--- config.mk ---
export PLATFORM = sky130hd
export DESIGN_NAME = psubsb_seq_flat
export DESIGN_NICKNAME = d
export VERILOG_FILES = /design/src/rtl/psubsb_seq_if.sv /design/src/rtl/psubsb_seq.sv /design/src/flat_wrapper.sv
export SDC_FILE = /design/constraint.sdc
export NUM_CORES = 1
export LEC_CHECK = 0
export ABC_CLOCK_PERIOD_IN_PS = 3200
export CAP_MARGIN = 0
export CORE_ASPECT_RATIO = 1.1
export CORE_MARGIN = 2
export CORE_UTILIZATION = 51
export DETAILED_ROUTE_END_ITERATION = 8
export GPL_ROUTABILITY_DRIVEN = 0
export PLACE_DENSITY = 0.86
export SLEW_MARGIN = 5
export SYNTH_ARGS = -nofsm -noshare
export SYNTH_HDL_FRONTEND = slang
export SYNTH_SLANG_ARGS = --single-unit
--- constraint.sdc ---
create_clock -name clk -period 3.2 [get_ports clk]
set_input_delay 0.32 -clock clk [delete_from_list [all_inputs] [get_ports clk]]
set_output_delay 0.32 -clock clk [all_outputs]
set_load 0.05 [all_outputs]
--- src/rtl/psubsb_seq_if.sv ---
// Handshake/data bundle for the packed saturating subtractor.
// start is sampled only while busy=0; done pulses for one cycle with Diff/Sat final.
interface psubsb_seq_if;
    logic        start;
    logic [15:0] A;
    logic [15:0] B;
    logic        busy;
    logic        done;
    logic [15:0] Diff;
    logic [3:0]  Sat;

    modport master (
        output start, A, B,
        input  busy, done, Diff, Sat
    );

    modport slave (
        input  start, A, B,
        output busy, done, Diff, Sat
    );
endinterface

--- src/rtl/psubsb_seq.sv ---
// Multi-cycle packed saturating subtractor: four signed 4-bit lanes of A-B,
// one lane per cycle, each clamped to [-8, 7] with a per-lane saturation flag.
module psubsb_seq (
    input  logic               clk,
    input  logic               rst_n,
    psubsb_seq_if.slave        bus,
    output logic [1:0]         o_dbg_state
);

    typedef enum logic [1:0] {
        IDLE = 2'd0,
        RUN  = 2'd1,
        DONE = 2'd2
    } state_t;

    state_t      r_state;
    state_t      w_next;
    logic [1:0]  r_lane;
    logic [15:0] r_a;
    logic [15:0] r_b;
    logic [15:0] r_diff;
    logic [3:0]  r_sat;

    logic        w_accept;
    logic [3:0]  w_a_lane;
    logic [3:0]  w_b_lane;
    logic [4:0]  w_d;
    logic [3:0]  w_res;
    logic        w_sat;

    // A new request is taken whenever the unit is not mid-operation.
    assign w_accept = bus.start && (r_state != RUN);

    always_ff @(posedge clk or negedge rst_n) begin
        if (!rst_n) begin
            r_state <= IDLE;
        end else begin
            r_state <= w_next;
        end
    end

    always_comb begin
        w_next = r_state;
        case (r_state)
            IDLE:    w_next = w_accept ? RUN : IDLE;
            RUN:     w_next = (r_lane == 2'd3) ? DONE : RUN;
            DONE:    w_next = w_accept ? RUN : IDLE;
            default: w_next = IDLE;
        endcase
    end

    // Sign-extend both nibbles to 5 bits; the difference always fits in [-15, 15].
    always_comb begin
        w_a_lane = r_a[{r_lane, 2'b00} +: 4];
        w_b_lane = r_b[{r_lane, 2'b00} +: 4];
        w_d      = {w_a_lane[3], w_a_lane} - {w_b_lane[3], w_b_lane};
        w_res    = w_d[3:0];
        w_sat    = 1'b0;
        if ($signed(w_d) > 5'sd7) begin
            w_res = 4'h7;
            w_sat = 1'b1;
        end else if ($signed(w_d) < -5'sd8) begin
            w_res = 4'h8;
            w_sat = 1'b1;
        end
    end

    always_ff @(posedge clk or negedge rst_n) begin
        if (!rst_n) begin
            r_lane <= 2'd0;
            r_a    <= 16'h0000;
            r_b    <= 16'h0000;
            r_diff <= 16'h0000;
            r_sat  <= 4'h0;
        end else if (w_accept) begin
            r_lane <= 2'd0;
            r_a    <= bus.A;
            r_b    <= bus.B;
            r_diff <= 16'h0000;
            r_sat  <= 4'h0;
        end else if (r_state == RUN) begin
            r_diff[{r_lane, 2'b00} +: 4] <= w_res;
            r_sat[r_lane]                <= w_sat;
            r_lane                       <= r_lane + 2'd1;
        end
    end

    assign bus.busy    = (r_state == RUN);
    assign bus.done    = (r_state == DONE);
    assign bus.Diff    = r_diff;
    assign bus.Sat     = r_sat;
    assign o_dbg_state = r_state;

endmodule

--- src/flat_wrapper.sv ---
// flat-port wrapper written by rule: the top's interface ports become plain ports
module psubsb_seq_flat 
  (clk, rst_n, o_dbg_state, bus_start, bus_A, bus_B, bus_busy, bus_done, bus_Diff, bus_Sat);
  psubsb_seq_if bus_i ();
  input  logic clk;
  input  logic rst_n;
  output logic [1:0] o_dbg_state;
  input wire logic [$bits(bus_i.start)-1:0] bus_start;
  input wire logic [$bits(bus_i.A)-1:0] bus_A;
  input wire logic [$bits(bus_i.B)-1:0] bus_B;
  output wire logic [$bits(bus_i.busy)-1:0] bus_busy;
  output wire logic [$bits(bus_i.done)-1:0] bus_done;
  output wire logic [$bits(bus_i.Diff)-1:0] bus_Diff;
  output wire logic [$bits(bus_i.Sat)-1:0] bus_Sat;
  assign bus_i.start = bus_start;
  assign bus_i.A = bus_A;
  assign bus_i.B = bus_B;
  assign bus_busy = bus_i.busy;
  assign bus_done = bus_i.done;
  assign bus_Diff = bus_i.Diff;
  assign bus_Sat = bus_i.Sat;
  psubsb_seq u_core (.clk(clk), .rst_n(rst_n), .bus(bus_i), .o_dbg_state(o_dbg_state));
endmodule
=== Yosys cells after proc, flatten, opt, wreduce, memory -nomap -nowiden ===
Cells that the tools add are included.

* Register bits after elaboration: 56
* Input bits: 35
* Output and inout bits: 24
* Logic and storage cells: 43

* Add/sub/neg operators: 3
* Order comparisons: 4
* Equal/unequal tests: 4
* Shift-type cells: 4
* Multiplexer cells: 17
* Reduce and logical (&&, ||, !) cells: 5

{| class="wikitable"
|+ Operators with widths
! operator !! count
|-
| 16-bit 2-to-1 mux || 2
|-
| 16-bit by 5-bit indexed part select with 4-bit output || 2
|-
| 16-bit bitwise mux || 1
|-
| 4-bit 2-to-1 mux || 4
|-
| 4-bit by 6-bit variable shift with 16-bit output, first input constant || 1
|-
| 4-bit by 6-bit indexed part select with 16-bit output || 1
|-
| 2-bit 2-to-1 mux || 3
|-
| 4-bit negation with 6-bit output || 1
|-
| 5-bit by 4-bit > comparator with 1-bit output, second input constant || 1
|-
| 5-bit by 4-bit < comparator with 1-bit output, second input constant || 1
|-
| 4-bit by 4-bit subtractor with 5-bit output || 1
|-
| 4-bit bitwise mux || 1
|-
| 2-bit equality test, second input constant || 2
|-
| 1-bit 2-to-1 mux || 4
|-
| 2-bit one-hot mux with 2 select lines || 1
|-
| 2-bit by 3-bit < comparator with 1-bit output, second input constant || 1
|-
| 2-bit by 1-bit adder with 2-bit output, second input constant || 1
|-
| 1-bit demux with 2-bit select || 1
|-
| 2-bit by 1-bit equality test with 1-bit output, second input constant || 1
|-
| 2-bit by 1-bit greater-or-equal comparator with 1-bit output, second input constant || 1
|-
| 1-bit logical AND || 2
|-
| 2-bit logical NOT || 1
|-
| 2-bit by 1-bit inequality test with 1-bit output, second input constant || 1
|-
| 2-bit nonzero test || 1
|-
| 2-bit OR reduction || 1
|}

=== Logic depth before layout (Yosys ltp) ===
Gate-level depths: netlist of the first run.

* Word-level depth: 9
* Mapped depth: 11
* Gate-level depth less buffers: 8

=== Worst setup path after synthesis of the first run ===
Ideal clock, no wire load.

* Path type: register to register
* Start point: register u_core.r_lane[0]
* End point: register u_core.r_diff[12], in the netlist u_core.bus.Diff[12]
* Setup time: 0.087 ns
* Data arrival time: 2.823 ns
* Required time: 3.113 ns
* Slack: 0.290 ns
* Cell stages (with the launch flop): 11
* Buffers on the path: 3
* Clock period less this slack: 2.910 ns
* Path through: dfrtp_1 buf_2 buf_2 mux4_2 ha_1 fa_1 nand2b_1 a31oi_4 buf_2 nand3_1 o211ai_1

* Cells in the longest elaborated chain, start to end: 9
* Elaborated cells between the ends (all ways): 13
* Those cells by class: add/sub: 2; order compare: 2; shift: 4; mux: 5

{| class="wikitable"
|+ RTL lines
! what !! line !! text
|-
| start, declared || psubsb_seq.sv:18 || <nowiki>logic [1:0] r_lane;</nowiki>
|-
| start signal, assigned || psubsb_seq.sv:84 || <nowiki>r_lane <= r_lane + 2'd1;</nowiki>
|-
| 16-bit by 5-bit indexed part select with 4-bit output, on equally long branches || psubsb_seq.sv:54, psubsb_seq.sv:55 ||
|-
| 4-bit by 4-bit subtractor with 5-bit output || psubsb_seq.sv:56 || <nowiki>w_d = {w_a_lane[3], w_a_lane} - {w_b_lane[3], w_b_lane};</nowiki>
|-
| 5-bit by 4-bit < comparator with 1-bit output || psubsb_seq.sv:62 || <nowiki>end else if ($signed(w_d) < -5'sd8) begin</nowiki>
|-
| 4-bit 2-to-1 mux || psubsb_seq.sv:62 ||
|-
| 4-bit 2-to-1 mux || psubsb_seq.sv:59 || <nowiki>if ($signed(w_d) > 5'sd7) begin</nowiki>
|-
| 4-bit by 6-bit indexed part select with 16-bit output || psubsb_seq.sv:82 || <nowiki>r_diff[{r_lane, 2'b00} +: 4] <= w_res;</nowiki>
|-
| 16-bit bitwise mux (*) || psubsb_seq.sv:82 ||
|-
| 16-bit 2-to-1 mux (*) || psubsb_seq.sv:81 || <nowiki>end else if (r_state == RUN) begin</nowiki>
|-
| 16-bit 2-to-1 mux (*) || psubsb_seq.sv:75 || <nowiki>end else if (w_accept) begin</nowiki>
|-
| end signal, assigned by index || psubsb_seq.sv:82 ||
|-
| end, declared || psubsb_seq.sv:21 || <nowiki>logic [15:0] r_diff;</nowiki>
|}

Every way passes the cells marked *; elsewhere a longest branch is shown, timed or not. The select of a mux whose other input is x is not followed.
A chain may end at the register's enable or synchronous reset.

=== Worst setup path after layout of the first run ===
* Start point: register u_core.r_lane[0]
* End point: register u_core.r_sat[3], in the netlist u_core.bus.Sat[3]

* Cells in the longest elaborated chain, start to end: 8
* Elaborated cells between the ends (all ways): 15
* Those cells by class: add/sub: 1; order compare: 4; shift: 2; mux: 7; reduce/logical: 1

{| class="wikitable"
|+ RTL lines
! what !! line !! text
|-
| 16-bit by 5-bit indexed part select with 4-bit output, on equally long branches || psubsb_seq.sv:54, psubsb_seq.sv:55 ||
|-
| 4-bit by 4-bit subtractor with 5-bit output || psubsb_seq.sv:56 ||
|-
| 5-bit by 4-bit < comparator with 1-bit output || psubsb_seq.sv:62 ||
|-
| 1-bit 2-to-1 mux || psubsb_seq.sv:62 ||
|-
| 1-bit 2-to-1 mux || psubsb_seq.sv:59 ||
|-
| 4-bit bitwise mux (*) || psubsb_seq.sv:83 || <nowiki>r_sat[r_lane] <= w_sat;</nowiki>
|-
| 4-bit 2-to-1 mux (*) || psubsb_seq.sv:81 ||
|-
| 4-bit 2-to-1 mux (*) || psubsb_seq.sv:75 ||
|-
| end signal, assigned by index || psubsb_seq.sv:83 ||
|-
| end, declared || psubsb_seq.sv:22 || <nowiki>logic [3:0] r_sat;</nowiki>
|}

Marked as above.

==> results.md, run 1 <==
* Area post-placement at roughly 3400 um^2
* Post-Syn Area at about 2800 um^2
* Initial antenna violation count at 0
* Synth async-reset ratio at between 90% and 100%
* Cells after Synth at 224
* Total grt overflow at 0
* Hold Slack at between 0.08 and 0.09 ns
* CTS tree: done
* Fin crit period at between 2 and 3 ns
* Wire length per cell at roughly 16 um
* Post-Route Skew at ~0.0052 ns
* Final setup viols at 0
* Reg2Reg Setup Slack at around 0.3 ns
* Global-route wire length before repair at between 9000 and 10000 um
* Slowest cell on the critical path: dfrtp_1
* Yosys cell types at 40
* RR Startpoint: u_core.r_lane[0]
* CP Max Fanout at 14
* Worst-path cell chain: mux4_2, ha_1, and3b_4, or3_1, a211o_1, nand3_1
* CTS Hold Bufs at 0
* # Post-CTS Setup Buffers at 0
* Slowest stage delay, CP at between 0.6 and 0.7 ns
* Status: complete, no violations
* Vias in the first global route at between 1500 and 2000
* Post-Syn Nets at between 200 and 300
* Root buf cell: clkbuf_8
* Worst EP arrival at 3.15 ns
* Ant. Diodes at 0
* F_max at 0.344 GHz
* Vias at about 2000
* Vias per cell at around 5.5
* Dpl hpwl at ~4300 um
* Max-Cap Viols at 0
* Ports at 59
* Clk_lat worst skew at roughly 0.31 ns
* Pre-antenna DRT Iters at 4
* Synth Flop Type: dfrtp_1
* DIE AREA at between 6000 and 7000 um^2
* Worst-Margin Slew at between 0.7 and 0.8 ns
* Largest net degree at the start of global routing at 37
* Average size of a mapped cell at ~13 um^2
* Sequential area share after synthesis at around 50%
* Area grow syn2layout at 26.4%
* Clock buffer depth at 2
* DRC at 0
* Synth Register Bits at 56
* Max Slew Vio Count at 0
* Die H at 81.7 um
* Fin Setup TNS at 0 ns
* Startpoint Class: flip-flop
* Slew HR at between 40% and 50%
* IO Port Bufs at 58
* Total CTS buffers at 5
* Core footprint at around 5300 um^2
* Crit path kind: reg -> reg
* Unrepaired setup endpoints after global routing: no
* Share of cells above drive strength 1 at between 10% and 20%
* Final ANT Viol Nets at 0
* Layout Nets at around 330
* CP endpoint kind: flip-flop
* RR Endpoint: u_core.bus.Sat[3]
* Post-synth EDFFs at 0
* Reg clk slew, reported paths at around 0.090 ns
* R2R depth at 6
* Post-Layout Inst Area at about 3500 um^2
* Drt total wl at approximately 5600 um
* Final Cycle Share at 90.7%
* Endpoints failing hold at 0
* H-tree depth at 2
* GRT Total Usage at 20.4%
* Initial Util at 52.6%
* Die Wd at 74.7 um
* Synth warn at 0
* Post-CTS sizing at 0
* Row count at 28
* Worst Path Required at about 3.5 ns
* Initial DRC count at 150
* Worst Hold Class: in -> async
* Clock sinks at 56
[cell usage after synthesis (all sizes together), types with 3 or more instances]
cell     n  area share (%)
o21ai    7             1.4
mux4     8             6.4
nand4    5             1.1
buf     10             2.2
o311ai   9             2.8
o211ai   3            0.80
dfrtp   56              50
nand2   27             3.6
nand4b   6             2.5
nor2b    4            0.89
a211o    4             1.3
ha       8             3.6
mux2    32              13
nand3    8             1.4
inv     14             1.9
[stage by stage]
| step | cells | setup WS (ns) | util, % |
|---|---|---|---|
| detailed placement | 351 | 0.296 | 64.7 |
| CTS | 357 | 0.262 | 66.5 |
| floorplan | 224 | 0.290 | - |
| global route | 357 | 0.0976 | 66.5 |
| finish | 357 | 0.297 | 66.5 |
| global placement | 351 | 0.347 | 64.7 |
[flip-flops by register name (all words and copies together) (netlist names)]
register	flops
u_core.o_dbg_state	2
u_core.r_lane	2
u_core.r_b	16
u_core.bus.Diff	16
u_core.bus.Sat	4
u_core.r_a	16
[layout by cell type, fill, tap and decap left out, types with 2 or more instances in the layout]
cell type and n:
dfrtp_1 56, o2111ai_1 2, inv_2 2, nand2_1 27, mux4_2 8, buf_4 5
a21oi_1 2, nor2b_1 4, ha_1 8, nor2_1 2, nand3_1 8, mux2_2 25
nand4b_2 3, nand4_1 5, clkbuf_8 5, clkdlybuf4s50_1 57, mux2_1 7, mux2i_1 2
nand4b_1 3, inv_1 12, a211o_1 4, o21ai_1 5, o311ai_1 9, nand2b_1 2
o211ai_1 3
[cells by family (layout without fill, tap and decap cells)]
group	after synthesis	after routing	share of synthesized area [%]
mux	42	42	20.0
compound gates	32	32	9.16
xor+xnor	1	1	0.313
flops	56	56	50.0
simple gates	59	59	12.0
fa+ha+maj	9	9	4.29
buf+inv	25	83	4.20
[critical path, delay by kind of cell, from the launching register on]
family	cells	cell delay (ns)
adders and majority gates	1	0.36
AOI/OAI and AO/OA	1	0.37
and+or+nand+nor	3	0.88
DFF	1	0.66
muxes	1	0.57
[layout make-up]
type	instances	area [um^2]
Clock buffer	5	68.8
Timing Repair Buffer	63	613
Tap cell	75	93.8
Sequential cell	56	1400
Fill cell	423	1780
Inverter	14	52.6
Clock inverter	1	30.0
Multi-Input combinational cell	143	1280
[layer usage]
| layer | up-vias | global-route usage, % | part of all wire, % |
|---|---|---|---|
| met5 | - | 0 | 0 |
| met4 | 0 | 8.75 | 1.7 |
| met3 | 9 | 4.29 | 4.5 |
| met2 | 63 | 35.2 | 53 |
| met1 | 963 | 24.5 | 41 |
| li1 | 935 | - | - |
[worst max path at each step]
stage,cells past startpoint,endpoint,slack (ns),from
after floorplan,10,u_core.bus.Diff[12],0.29,u_core.r_lane[0]
after global placement,6,u_core.bus.Sat[0],0.35,u_core.r_lane[0]
after detailed placement,6,u_core.bus.Sat[2],0.30,u_core.r_lane[0]
after CTS,6,u_core.bus.Sat[3],0.26,u_core.r_lane[0]
after global routing,6,u_core.bus.Sat[2],0.1,u_core.r_lane[0]
final,6,u_core.bus.Sat[3],0.30,u_core.r_lane[0]
Power of run 1 is not shown: default switching activity piles up to over one toggle a cycle in this logic, so the estimate is an artifact.
==> run 2, diff against run 1 <==
Settings changed: ABC_CLOCK_PERIOD_IN_PS 3200 to 2950.
Clock period 3.2 ns to 2.95 ns, I/O delays scaled along.
==> results.md, run 2 (synthesized netlist as in run 1, its figures left out) <==
* Status: complete, no violations
* Pre-antenna DRT Iters at 4
* Hold Slack at 0.110 ns
* Core footprint at 5330 um^2
* Worst Hold Class: in -> async
* Vias at slightly above 2000
* Share of cells above drive strength 1 at about a fifth
* Commonest non-fill, non-tap cell in the layout: clkdlybuf4s50_1
* WL met2 at 3030 um
* Die H at around 80 um
* Met3 wire len at approximately 230 um
* RR Endpoint: u_core.bus.Sat[0]
* Ports at 59
* Post-CTS sizing at 1
* Worst-Margin Slew at roughly 0.91 ns
* Clock sinks at 56
* Area grow syn2layout at 27.1%
* Row count at 28
* Fin crit period at 2.80 ns
* Initial antenna violation count at 0
* Dpl hpwl at around 4300 um
* Max-Cap Viols at 0
* Initial DRC count at just under 200
* Final Cycle Share at 94.8%
* Reg2Reg Setup Slack at 0.15 ns
* CTS tree: done
* Final ANT Viol Nets at 0
* Slew HR at between 30 and 40%
* Die Wd at between 70 and 80 um
* Slowest cell on the critical path: or3_1
* Global-route wire length before repair at between 9000 and 10000 um
* R2R depth at 6
* Startpoint Class: flip-flop
* Delay-heaviest family, CP: simple AND/OR/NAND/NOR gates
* Clk_lat worst skew at ~0.31 ns
* Vias in the first global route at around 2000
* DRC at 0
* Total grt overflow at 0
* CP endpoint kind: flip-flop
* Drt total wl at 5600 um
* Slowest stage delay, CP at 0.59 ns
* F_max at about 0.36 GHz
* Clock buffer depth at 2
* Crit path kind: reg -> reg
* Buf+Inv Stages, Crit Path at 0
* Worst EP arrival at about 3 ns
* H-tree depth at 2
* Total CTS buffers at 5
* Initial Util at a little over half
* Reg clk slew, reported paths at 0.10 ns
* Worst Path Required at 3.19 ns
* Wire length per cell at around 15 um
* Final setup viols at 0
* Leading cell types in the layout, fill and taps excluded: clkdlybuf4s50_1 (57), dfrtp_1 (55), nand2_1 (27)
* Largest net degree at the start of global routing at between 40 and 50
* Vias per cell at about 5.6
* DR top layer: met4
* Endpoints failing hold at 0
* Root buf cell: clkbuf_8
* Max Slew Vio Count at 0
* WL met1 at 2250 um
* DIE AREA at roughly 6100 um^2
* # Post-CTS Setup Buffers at 0
* Layout Nets at 330
* Unrepaired setup endpoints after global routing: no
* Post-Route Skew at 0.0110 ns
* Ant. Diodes at 0
* RR Startpoint: u_core.r_lane[0]
* GRT Total Usage at 21.0%
* Worst-path cell chain: mux4_2, ha_1, and3b_4, or3_1, a211o_1, nand3_1
* CTS Hold Bufs at 0
* IO Port Bufs at 58
* CP Max Fanout at 14
run 2: changes by cell type in the layout (fill, tap and decap cells not counted):
cell / change
dfrtp_1: -1
bufinv_16: -1
dfrtp_2: +1
clkbuf_1: +1
buf_4: +3
clkbuf_8: +1
clkinvlp_4: +1
run 2: layout make-up:
cell class,count,area (um^2)
multi-input combinational,143,1280
fill,403,1760
inverter,14,52.6
sequential,56,1400
clock inverter,1,7.51
timing repair buffer,66,636
tap,75,93.8
clock buffer,7,86.3
run 2: worst register-to-register path, delay by kind of cell (launching register included):
kind	cells	cell delay, ns
multiplexers	1	0.54
flip-flops	1	0.54
AND/OR/NAND/NOR	3	0.90
AO/OA/AOI/OAI	1	0.38
adder cells (fa/ha/maj)	1	0.37
run 2: through the flow:
stage,TNS [ns],instances,util [%],setup slack (ns),instance area (um^2)
2_1_floorplan,0,224,-,0.0404,2800
3_3_place_gp,0,354,65.1,0.0653,3470
3_5_place_dp,-0.00367,354,65.1,-0.00197,3470
4_1_cts,0,362,66.9,0.141,3560
5_1_grt,0,362,66.9,0.00373,3560
6_report,0,362,66.9,0.153,3560
run 2: layer usage:
metal	vias up	global-route usage (%)
met1	996	25.8
met5	-	0
li1	940	-
met2	72	36.1
met3	8	4.05
met4	0	8.75
run 2: worst max path at each step:
stage | from | end | cells after the start
6_report | u_core.r_lane[0] | u_core.bus.Sat[0] | 6
5_1_grt | u_core.r_lane[0] | u_core.bus.Sat[0] | 6
4_1_cts | u_core.r_lane[0] | u_core.bus.Sat[0] | 6
3_5_place_dp | u_core.r_lane[0] | u_core.bus.Sat[0] | 6
3_3_place_gp | u_core.r_lane[0] | u_core.bus.Sat[2] | 6
2_1_floorplan | u_core.r_lane[0] | u_core.bus.Diff[12] | 10
Power of run 2 is left out for the same reason.
